--- src/rtl/pc_pkg.sv ---
// Shared types and default constants for the fetch-stage program-counter generator.
package pc_pkg;

  typedef enum logic [1:0] {
    IDLE  = 2'd0,
    REQ   = 2'd1,
    PEND  = 2'd2,
    STALL = 2'd3
  } pc_state_t;

  localparam logic [31:0] PC_RESET_ADDR = 32'h0000_0000;
  localparam int unsigned PC_STEP       = 4;

endpackage

--- src/rtl/pc_gen.sv ---
// Program-counter generator with valid/ready fetch handshake, stall hold,
// deferred redirects and kill pulse. Optional jump alignment check: PC_ALIGN_CHK_EN.
module pc_gen
  import pc_pkg::*;
#(
  parameter int unsigned      WIDTH      = 32,
  parameter logic [WIDTH-1:0] RESET_ADDR = WIDTH'(PC_RESET_ADDR),
  parameter int unsigned      STEP       = PC_STEP
) (
  input  logic             clk,
  input  logic             rst_n,
  input  logic             stall_i,
  input  logic             jump_en_i,
  input  logic [WIDTH-1:0] jump_addr_i,
  output logic             fetch_valid_o,
  output logic [WIDTH-1:0] fetch_addr_o,
  input  logic             fetch_ready_i,
  output logic             fetch_kill_o,
  output logic             misalign_o
);

  pc_state_t        state_q, state_d;
  logic [WIDTH-1:0] addr_q, addr_d;
  logic [WIDTH-1:0] pend_q, pend_d;
  logic             valid_d;
  logic             kill_d;
  logic             accept;
  logic             jump_ok;

  assign accept = fetch_valid_o & fetch_ready_i;

`ifdef PC_ALIGN_CHK_EN
  logic misalign_d;
  logic misalign_q;

  assign jump_ok    = jump_en_i & (jump_addr_i[1:0] == 2'b00);
  assign misalign_d = jump_en_i & (jump_addr_i[1:0] != 2'b00);
  assign misalign_o = misalign_q;

  always_ff @(posedge clk) begin
    if (!rst_n) misalign_q <= 1'b0;
    else        misalign_q <= misalign_d;
  end
`else
  assign jump_ok    = jump_en_i;
  assign misalign_o = 1'b0;
`endif

  always_comb begin
    state_d = state_q;
    addr_d  = addr_q;
    pend_d  = pend_q;
    unique case (state_q)
      IDLE: begin
        state_d = stall_i ? STALL : REQ;
        if (jump_ok) addr_d = jump_addr_i;
      end
      REQ: begin
        if (accept) begin
          addr_d  = jump_ok ? jump_addr_i : addr_q + WIDTH'(STEP);
          state_d = stall_i ? STALL : REQ;
        end else if (jump_ok) begin
          // Outstanding request must stay stable; park the redirect target.
          pend_d  = jump_addr_i;
          state_d = PEND;
        end
      end
      PEND: begin
        if (jump_ok) pend_d = jump_addr_i;
        if (accept) begin
          addr_d  = jump_ok ? jump_addr_i : pend_q;
          state_d = stall_i ? STALL : REQ;
        end
      end
      STALL: begin
        if (jump_ok)  addr_d  = jump_addr_i;
        if (!stall_i) state_d = REQ;
      end
      default: state_d = IDLE;
    endcase
    valid_d = (state_d == REQ) || (state_d == PEND);
    // The request accepted out of PEND points at the pre-redirect stream.
    kill_d  = jump_ok | ((state_q == PEND) & accept);
  end

  always_ff @(posedge clk) begin
    if (!rst_n) begin
      state_q       <= IDLE;
      addr_q        <= RESET_ADDR;
      pend_q        <= '0;
      fetch_valid_o <= 1'b0;
      fetch_kill_o  <= 1'b0;
    end else begin
      state_q       <= state_d;
      addr_q        <= addr_d;
      pend_q        <= pend_d;
      fetch_valid_o <= valid_d;
      fetch_kill_o  <= kill_d;
    end
  end

  assign fetch_addr_o = addr_q;

endmodule

--- config.mk ---
export PLATFORM = sky130hd
export DESIGN_NAME = pc_gen
export DESIGN_NICKNAME = d
export VERILOG_FILES = /design/src/rtl/pc_pkg.sv /design/src/rtl/pc_gen.sv
export SDC_FILE = /design/constraint.sdc
export NUM_CORES = 1
export LEC_CHECK = 0
export ABC_AREA = 1
export CAP_MARGIN = 25
export CORE_MARGIN = 2
export CORE_UTILIZATION = 58
export DETAILED_ROUTE_END_ITERATION = 10
export PLACE_DENSITY = 0.94
export RECOVER_POWER = 50
export SLEW_MARGIN = 20
export SYNTH_ARGS = -nofsm -noshare
export SYNTH_HDL_FRONTEND = slang
export SYNTH_SLANG_ARGS = --single-unit
--- constraint.sdc ---
create_clock -name clk -period 3.94 [get_ports clk]
set_input_delay 0.788 -clock clk [delete_from_list [all_inputs] [get_ports clk]]
set_output_delay 0.788 -clock clk [all_outputs]
set_load 0.01 [all_outputs]
==> impl_metrics.csv, run 1 <==
group,metric,value,unit
floorplanning,row_count,31,
detailed_routing,drc,0,
floorplanning,die_x,90.4,um
sta,fmax,0.320,GHz
worst_setup_path,critPathRequiredTime,4.17,ns
place,port_buffers,70,
cts,cts_tree,"yes",
detailed_routing,drt_first_pass_iters,5,
power_and_ir_drop,power_density,523,nW/um^2
floorplanning,num_io_pins,72,
floorplanning,core_area,7250,um^2
sta,slew_violations,0,
grt,grt_overflow_total,0,
detailed_routing,drtAntennaViolNets,0,
detailed_routing,totalWireLength,12.3,mm
place,pre_cts_ws,0.900,ns
cts,clkTransAtPathRegs,0.08,ns
cts,root_buffer,"clkbuf_8",
sta,rsz0062_at_grt,"false",
sta,hold_violations,0,
logic_synthesis,synth_edf_count,0,
status,status,"complete, no violations",
grt,grt_max_degree,66,
sta,setup_viol,0,
sta,period_minus_slack,3.13,ns
final_layout,drive_gt1_frac,0.0616,
worst_setup_path,worstSetupStartpointType,"register",
hold_path,min_from,"pend_q[15]$_SDFFE_PN0P_",
cts,ctsHoldBuffers,0,
floorplanning,start_util,0.597,
logic_synthesis,syn_avg_cell_area,6.40,um^2
sta,setup_ws,0.812,ns
logic_synthesis,synth.distinct_cells,29,
logic_synthesis,yosysSeqAreaShare,0.314,
logic_synthesis,syn-num-nets,719,
logic_synthesis,ys.flop_type,"dfxtp_1",
sta,period_share,0.794,
cts,cts_made_buffers,9,
logic_synthesis,ys_warn_count,0,
final_layout,final_nets,768,
final_layout,syn_to_final_growth,21.1,%
grt,antenna_found_initial,0,
sta,holdWs,0.508,ns
worst_setup_path,rr_startpoint,"state_q[0]$_SDFF_PN0_",
grt,grt_first_pass_wirelength,20.3,mm
logic_synthesis,synth-seq-cells,68,
cts,cts_resized,0,
grt,grtUsageTotal,0.295,
floorplanning,die_y,90.4,um
worst_setup_path,cp-end-kind,"register",
logic_synthesis,netlist_instances,677,
place,routabilityCongestion,0.897,
cts,clock_path_buffers,2,
flow_run,cap_viol_max_count,0,
final_layout,fin_util,0.723,
worst_setup_path,path_class,"register to register",
detailed_routing,via_per_inst,5.93,
sta,relSlewSlack,0.329,
detailed_routing,vias,4924,
cts,cts_setup_buffers,0,
worst_setup_path,cp_max_fo,49,
cts,clk_latency,0.35,ns
sta,fin_skew,0.00955,ns
worst_setup_path,cp_data_arrival_time,3.36,ns
sta,final.setup.tns,0,ns
hold_path,min_path_type,"register to register",
power_and_ir_drop,leakagePower,2.10,nW
power_and_ir_drop,peakVddDrop,328,uV
floorplanning,dieArea,8170,um^2
cts,cts_sinks,68,
grt,grt_pass1_vias,4429,
place,dp_hpwl,7.96,mm
sta,tightest_slew,1.00,ns
cts,htree_levels,3,
detailed_routing,routedWlPerCell,14.8,um
logic_synthesis,syn_area,4330,um^2
logic_synthesis,async_flop_share,0,
final_layout,antenna_cells,0,
detailed_routing,drt_iter0_drc,554,
worst_setup_path,critPathLaunch,"state_q[0]$_SDFF_PN0_",
## flip-flops by register name (all words and copies together) (netlist names)
register	count
fetch_addr_o	32
pend_q	32
state_q	2
fetch_kill_o	1
fetch_valid_o	1
## where the power goes
part           internal [mW]  total (mW)  switching (mW)
sequential             0.861        1.04           0.176
combinational          0.403        1.00           0.598
clock                  0.422       0.706           0.284
total                   1.69        2.74            1.06
## Yosys cell counts, types with 2 or more instances
| cell type | number | area share |
|---|---|---|
| nand3b_1 | 5 | 0.0087 |
| clkbuf_2 | 2 | 0.0023 |
| inv_2 | 3 | 0.0026 |
| nor2_2 | 3 | 0.0043 |
| nand2_2 | 7 | 0.010 |
| and2_1 | 2 | 0.0029 |
| nand2_1 | 229 | 0.20 |
| nor2_1 | 47 | 0.041 |
| nand3_1 | 15 | 0.017 |
| a211oi_1 | 25 | 0.043 |
| xor2_1 | 7 | 0.014 |
| buf_2 | 22 | 0.025 |
| o21ai_0 | 67 | 0.077 |
| clkbuf_1 | 10 | 0.0087 |
| buf_6 | 2 | 0.0052 |
| ha_1 | 5 | 0.014 |
| o21ai_1 | 9 | 0.010 |
| buf_4 | 2 | 0.0035 |
| a31oi_1 | 37 | 0.053 |
| nor2_4 | 10 | 0.026 |
| dfxtp_1 | 68 | 0.31 |
| a21oi_1 | 65 | 0.075 |
| inv_1 | 29 | 0.025 |
## worst max-delay path: stages, from the launching register on
cell and delay (ns):
dfxtp_1 0.36, inv_1 0.09, ha_1 0.27, inv_1 0.12
nor2_1 0.13, inv_1 0.75, nand2_1 0.61, buf_12 0.36
o21ai_0 0.22, a31oi_1 0.06
## logic make-up after synthesis
group | Yosys count | share of synthesized area
XOR/XNOR | 8 | 0.0162
AND/OR/NAND/NOR | 319 | 0.311
other | 1 | 0.000866
buffers and inverters | 72 | 0.0786
flip-flops | 68 | 0.314
AO/OA/AOI/OAI | 204 | 0.264
adder cells (fa/ha/maj) | 5 | 0.0144
## stage by stage
stage	instances	cell area, um^2	power [mW]
2_1_floorplan	677	4330	1.67
3_3_place_gp	813	4990	2.00
3_5_place_dp	813	4990	2.04
4_1_cts	829	5230	2.74
5_1_grt	830	5240	2.89
6_report	830	5240	2.74
## cells in the final DEF, fill, tap and decap left out, drive strengths merged, types with 10 or more instances in the layout
| master | Yosys | routed |
|---|---|---|
| a211oi | 25 | 25 |
| a21oi | 65 | 65 |
| a31oi | 37 | 37 |
| clkbuf | 13 | 10 |
| clkdlybuf4s50 | 0 | 35 |
| dfxtp | 68 | 68 |
| dlygate4sd3 | 0 | 35 |
| inv | 33 | 33 |
| nand2 | 237 | 237 |
| nand3 | 15 | 15 |
| nor2 | 60 | 60 |
| o21ai | 76 | 76 |
## worst paths after layout
| kind | slack, ns | depth (start not counted) | endpoint |
|---|---|---|---|
| max | 0.81 | 9 | pend_q[7]$_SDFFE_PN0P_ |
| min | 0.51 | 2 | pend_q[15]$_SDFFE_PN0P_ |
| max reg2reg | 0.81 | 9 | pend_q[7]$_SDFFE_PN0P_ |
| min reg2reg | 0.51 | 2 | pend_q[15]$_SDFFE_PN0P_ |
## area by class of cell
cell class                 count  area (um^2)
multi-input combinational    537         2620
tap                           99          124
inverter                      33          131
timing repair buffer          77          766
clock inverter                 6          113
fill                         580         2010
sequential                    68         1360
clock buffer                  10          128
## routing by layer
layer / vias up / global-route usage / routed length [um]
li1: 2375 / - / -
met1: 2239 / 0.381 / 5190
met2: 274 / 0.491 / 5690
met3: 36 / 0.0459 / 1070
met4: 0 / 0.121 / 307
met5: - / 0 / 0
Power figures use the tool's default switching activity.
==> run 2, diff against run 1 <==
--- a/config.mk
+++ b/config.mk
@@ -8,9 +8,9 @@
 export ABC_AREA = 1
 export CAP_MARGIN = 25
 export CORE_MARGIN = 2
-export CORE_UTILIZATION = 58
+export CORE_UTILIZATION = 54
 export DETAILED_ROUTE_END_ITERATION = 10
-export PLACE_DENSITY = 0.94
+export PLACE_DENSITY = 0.89
 export RECOVER_POWER = 50
 export SLEW_MARGIN = 20
 export SYNTH_ARGS = -nofsm -noshare
==> constraint.sdc (replaced) <==
create_clock -name clk -period 2.9 [get_ports clk]
set_input_delay 0.58 -clock clk [delete_from_list [all_inputs] [get_ports clk]]
set_output_delay 0.58 -clock clk [all_outputs]
set_load 0.01 [all_outputs]
==> impl_metrics.csv, run 2 (same netlist as run 1, synthesis figures left out) <==
group,metric,value,unit
place,pre_cts_ws,0.0653,ns
worst_setup_path,reg2reg_depth,7,
final_layout,fillers,663,
detailed_routing,vias,4833,
grt,grt_overflow_total,0,
status,status,"complete, no violations",
sta,setup_ws,0.286,ns
power_and_ir_drop,power.internal,2.17,mW
final_layout,syn_to_final_growth,20.6,%
sta,fin_skew,0.0124,ns
sta,slew_violations,0,
floorplanning,dieArea,8750,um^2
grt,grt_max_degree,66,
cts,cts_made_buffers,9,
place,dp_cells,816,
flow_run,cap_viol_max_count,0,
power_and_ir_drop,p_seq_frac,0.390,
hold_path,min_from,"pend_q[9]$_SDFFE_PN0P_",
power_and_ir_drop,peakVddDrop,612,uV
worst_setup_path,rr_startpoint,"state_q[1]$_SDFF_PN0_",
worst_setup_path,r2r_slack,0.29,ns
final_layout,design_area,5220,um^2
sta,rsz0062_at_grt,"false",
final_layout,final_cells,832,
detailed_routing,via_per_inst,5.81,
detailed_routing,drt_first_pass_iters,7,
worst_setup_path,slowest_delay,1.00,ns
power_and_ir_drop,switchingPower,1.44,mW
sta,period_share,0.901,
worst_setup_path,cp_max_fo,35,
final_layout,antenna_cells,0,
place,dpl_cell_area,5020,um^2
floorplanning,num_io_pins,72,
final_layout,final_common_cell,"nand2_1",
power_and_ir_drop,total_power,3.61,mW
detailed_routing,drc,0,
place,dp_hpwl,8.15,mm
final_layout,fin_util,0.673,
sta,hold_violations,0,
detailed_routing,drt_iter0_drc,445,
worst_setup_path,cp_top_family,"simple AND/OR/NAND/NOR gates",
grt,grtUsageTotal,0.292,
cts,cts_sinks,68,
grt,grt_first_pass_wirelength,20.7,mm
grt,grt_pass1_vias,4605,
worst_setup_path,r2r-end,"fetch_addr_o[13]$_SDFFE_PN0P_",
cts,htree_levels,3,
power_and_ir_drop,clkPwrFrac,0.233,
final_layout,final_nets,767,
final_layout,seq_area,1360,um^2
cts,cts_tree,"yes",
cts,clk_latency,0.35,ns
floorplanning,row_count,32,
worst_setup_path,slowest_stage,"nor2_1",
floorplanning,die_x,93.6,um
sta,fmax,0.383,GHz
worst_setup_path,cp_data_arrival_time,2.90,ns
place,port_buffers,70,
floorplanning,start_util,0.558,
power_and_ir_drop,power_density,691,nW/um^2
hold_path,timing.hold.worst_path_depth,2,
final_layout,multiInputGateArea,2630,um^2
detailed_routing,totalWireLength,12.3,mm
cts,cts_setup_buffers,0,
final_layout,layout_common_cells,"nand2_1, dfxtp_1, o21ai_0, a21oi_1, nor2_1",
sta,tightest_slew,1.27,ns
worst_setup_path,worstPathCellList,"inv_1, ha_1, buf_4, nor2_1, buf_12, a211oi_1, a21oi_1",
worst_setup_path,path_class,"register to register",
worst_setup_path,worstSetupStartpointType,"register",
sta,relSlewSlack,0.149,
place,routabilityCongestion,0.937,
floorplanning,core_area,7770,um^2
grt,antenna_found_initial,0,
cts,ctsHoldBuffers,0,
detailed_routing,drtAntennaViolNets,0,
power_and_ir_drop,leakagePower,2.07,nW
hold_path,min_to,"pend_q[9]$_SDFFE_PN0P_",
sta,period_minus_slack,2.61,ns
cts,cts_resized,0,
cts,clkTransAtPathRegs,0.08,ns
worst_setup_path,critical_path_buf_inv_count,3,
sta,setup_viol,0,
power_and_ir_drop,combPwrFrac,0.378,
cts,root_buffer,"clkbuf_8",
power_and_ir_drop,swShare,0.399,
hold_path,min_path_type,"register to register",
sta,holdWs,0.509,ns
floorplanning,die_y,93.6,um
detailed_routing,routedWlPerCell,14.7,um
worst_setup_path,critPathRequiredTime,3.19,ns
worst_setup_path,cp-end-kind,"register",
final_layout,drive_gt1_frac,0.0658,
cts,clock_path_buffers,2,
sta,final.setup.tns,0,ns
-- run 2: changes by cell type in the layout (fill, tap and decap cells not counted), moves of 2 or more --
cell / previous run / this run
clkinvlp_4: 0 / 4
bufinv_16: 3 / 1
clkbuf_8: 9 / 11
buf_4: 6 / 3
clkinv_4: 2 / 0
-- run 2: worst max path at each step --
stage	slack (ns)	from	depth (start not counted)	end
final	0.29	state_q[1]$_SDFF_PN0_	7	fetch_addr_o[13]$_SDFFE_PN0P_
after global routing	0.14	state_q[1]$_SDFF_PN0_	7	fetch_addr_o[13]$_SDFFE_PN0P_
after CTS	0.40	state_q[1]$_SDFF_PN0_	6	fetch_addr_o[29]$_SDFFE_PN0P_
after detailed placement	0.07	fetch_ready_i	7	fetch_addr_o[4]$_SDFFE_PN0P_
after global placement	0.15	fetch_ready_i	7	fetch_addr_o[4]$_SDFFE_PN0P_
after floorplan	1.32	jump_en_i	6	fetch_addr_o[18]$_SDFFE_PN0P_
-- run 2: power by group through the flow --
stage / Sequential [mW] / Combinational, mW / Clock, mW
2_1_floorplan: 1.42 / 0.845 / 0
3_3_place_gp: 1.41 / 1.34 / 0
6_report: 1.41 / 1.36 / 0.840
4_1_cts: 1.41 / 1.40 / 0.842
5_1_grt: 1.44 / 1.51 / 0.877
3_5_place_dp: 1.42 / 1.39 / 0
-- run 2: area by class of cell --
class / instances / share of cell area
clock buffers: 11 / 0.0290
inverters: 33 / 0.0251
repair buffers: 76 / 0.146
well taps: 102 / 0.0244
clock inverters: 5 / 0.0115
flip-flops and latches: 68 / 0.261
multi-input cells: 537 / 0.503
-- run 2: worst min-delay path, stage by stage (launching register included) --
cell     delay, ns
dfxtp_1       0.31
nand2_1       0.07
a31oi_1       0.08
-- run 2: per-layer routing --
layer | vias to the layer above | global-route usage | part of all wire
met5 | - | 0 | 0
met4 | 0 | 0.121 | 0.022
met3 | 32 | 0.0395 | 0.079
met2 | 252 | 0.492 | 0.48
met1 | 2172 | 0.376 | 0.42
li1 | 2377 | - | -
==> run 3, diff against run 2 <==
--- a/config.mk
+++ b/config.mk
@@ -10,7 +10,7 @@
 export CORE_MARGIN = 2
 export CORE_UTILIZATION = 54
 export DETAILED_ROUTE_END_ITERATION = 10
-export PLACE_DENSITY = 0.89
+export PLACE_DENSITY = 0.81
 export RECOVER_POWER = 50
 export SLEW_MARGIN = 20
 export SYNTH_ARGS = -nofsm -noshare
==> impl_metrics.csv, run 3 (same netlist as run 1, synthesis figures left out) <==
group,metric,value,unit
status,status,"complete, no violations",
floorplanning,die_y,93.6,um
worst_setup_path,cp-end-kind,"register",
grt,grt_overflow_total,0,
floorplanning,num_io_pins,72,
worst_setup_path,worstSetupStartpointType,"input pin",
floorplanning,dieArea,8750,um^2
power_and_ir_drop,power_density,700,nW/um^2
cts,cts_sinks,68,
detailed_routing,drc,0,
worst_setup_path,slowest_stage,"clkbuf_2",
power_and_ir_drop,total_power,3.66,mW
sta,setup_viol,0,
cts,clkTransAtPathRegs,0.07,ns
sta,rsz0062_at_grt,"false",
cts,cts_resized,0,
floorplanning,start_util,0.558,
sta,fmax,0.371,GHz
final_layout,antenna_cells,0,
grt,grt_max_degree,66,
sta,period_minus_slack,2.70,ns
sta,tightest_slew,1.02,ns
worst_setup_path,cp_max_fo,59,
sta,period_share,0.929,
grt,antenna_found_initial,0,
final_layout,fin_util,0.674,
worst_setup_path,reg2reg_depth,6,
sta,final.setup.tns,0,ns
final_layout,drive_gt1_frac,0.0657,
cts,root_buffer,"clkbuf_8",
final_layout,final_nets,768,
cts,cts_tree,"yes",
worst_setup_path,cp_data_arrival_time,2.91,ns
cts,clock_path_buffers,2,
cts,htree_levels,3,
worst_setup_path,slowest_delay,0.80,ns
worst_setup_path,critical_path_buf_inv_count,3,
detailed_routing,totalWireLength,12.4,mm
detailed_routing,drtAntennaViolNets,0,
place,routabilityCongestion,0.895,
place,port_buffers,70,
worst_setup_path,critPathRequiredTime,3.11,ns
floorplanning,core_area,7770,um^2
sta,slew_violations,0,
grt,grtUsageTotal,0.287,
cts,cts_made_buffers,9,
grt,grt_pass1_vias,4555,
worst_setup_path,cp_top_family,"buffers and inverters",
place,dp_cells,817,
final_layout,final_common_cell,"nand2_1",
worst_setup_path,cp.depth,7,
sta,hold_violations,0,
sta,fin_skew,0.0115,ns
sta,relSlewSlack,0.323,
final_layout,layout_common_cells,"nand2_1, dfxtp_1, o21ai_0, a21oi_1, nor2_1",
detailed_routing,drt_iter0_drc,310,
grt,grt_first_pass_wirelength,20.5,mm
floorplanning,row_count,32,
final_layout,syn_to_final_growth,20.8,%
floorplanning,die_x,93.6,um
final_layout,final_cells,833,
final_layout,fillers,701,
place,dp_hpwl,8.07,mm
detailed_routing,drt_first_pass_iters,5,
power_and_ir_drop,leakagePower,2.08,nW
power_and_ir_drop,peakVddDrop,483,uV
worst_setup_path,worstPathCellList,"clkdlybuf4s50_1, clkbuf_2, inv_8, nand2_1, a21oi_1, a211oi_1, a21oi_1",
detailed_routing,vias,4869,
cts,cts_setup_buffers,0,
worst_setup_path,path_class,"input pin to register",
detailed_routing,via_per_inst,5.85,
cts,clk_latency,0.34,ns
detailed_routing,routedWlPerCell,14.8,um
hold_path,timing.hold.worst_path_depth,2,
hold_path,min_path_type,"register to register",
flow_run,cap_viol_max_count,0,
worst_setup_path,path_common_cell,"a21oi_1",
cts,ctsHoldBuffers,0,
-- run 3: cell types whose count changed in the layout (fill, tap and decap cells not counted), moves of 2 or more --
cell             delta
buf_4               +2
clkbuf_1            +2
clkdlybuf4s50_1     +2
clkinvlp_4          -3
-- run 3: where the power goes --
group	internal (mW)	total [mW]	leakage, nW	switching [mW]
logic	0.550	1.36	1.41	0.814
registers	1.17	1.41	0.563	0.244
clock network	0.508	0.883	0.107	0.376
-- run 3: final timing paths --
kind                                 from                             to  slack, ns
hold / removal    pend_q[10]$_SDFFE_PN0P_        pend_q[10]$_SDFFE_PN0P_       0.51
setup / recovery                jump_en_i  fetch_addr_o[12]$_SDFFE_PN0P_       0.20
hold reg to reg   pend_q[10]$_SDFFE_PN0P_        pend_q[10]$_SDFFE_PN0P_       0.51
setup reg to reg    state_q[1]$_SDFF_PN0_   fetch_addr_o[7]$_SDFFE_PN0P_       0.31
-- run 3: cell type report --
cell class,instances,area (um^2),share of cell area
Inverter,33,131,0.0251
Sequential cell,68,1360,0.260
Clock inverter,4,72.6,0.0139
Multi-Input combinational cell,537,2630,0.503
Tap cell,102,128,0.0244
Clock buffer,12,145,0.0277
Timing Repair Buffer,77,763,0.146
-- run 3: metal layers --
metal,share of wire,vias to the layer above,track usage
met5,0,-,0
met3,0.073,21,0.0564
met1,0.43,2257,0.361
met4,0.016,0,0.105
met2,0.49,210,0.488
li1,-,2381,-
-- run 3: worst reg2reg max path: stages, from the launching register on --
cell and delay (ns):
dfxtp_1 0.39, inv_1 0.10, ha_1 0.34, o22ai_4 0.74
inv_2 0.52, o21ai_0 0.29, a31oi_1 0.06
-- run 3: metrics by stage --
step | worst slack (ns) | hold WS, ns | cell area (um^2)
global placement | 0.107 | 0.488 | 5020
floorplan | 1.32 | 0.474 | 4330
detailed placement | 0.0574 | 0.494 | 5020
finish | 0.205 | 0.505 | 5230
CTS | 0.368 | 0.505 | 5240
global route | 0.104 | 0.532 | 5230
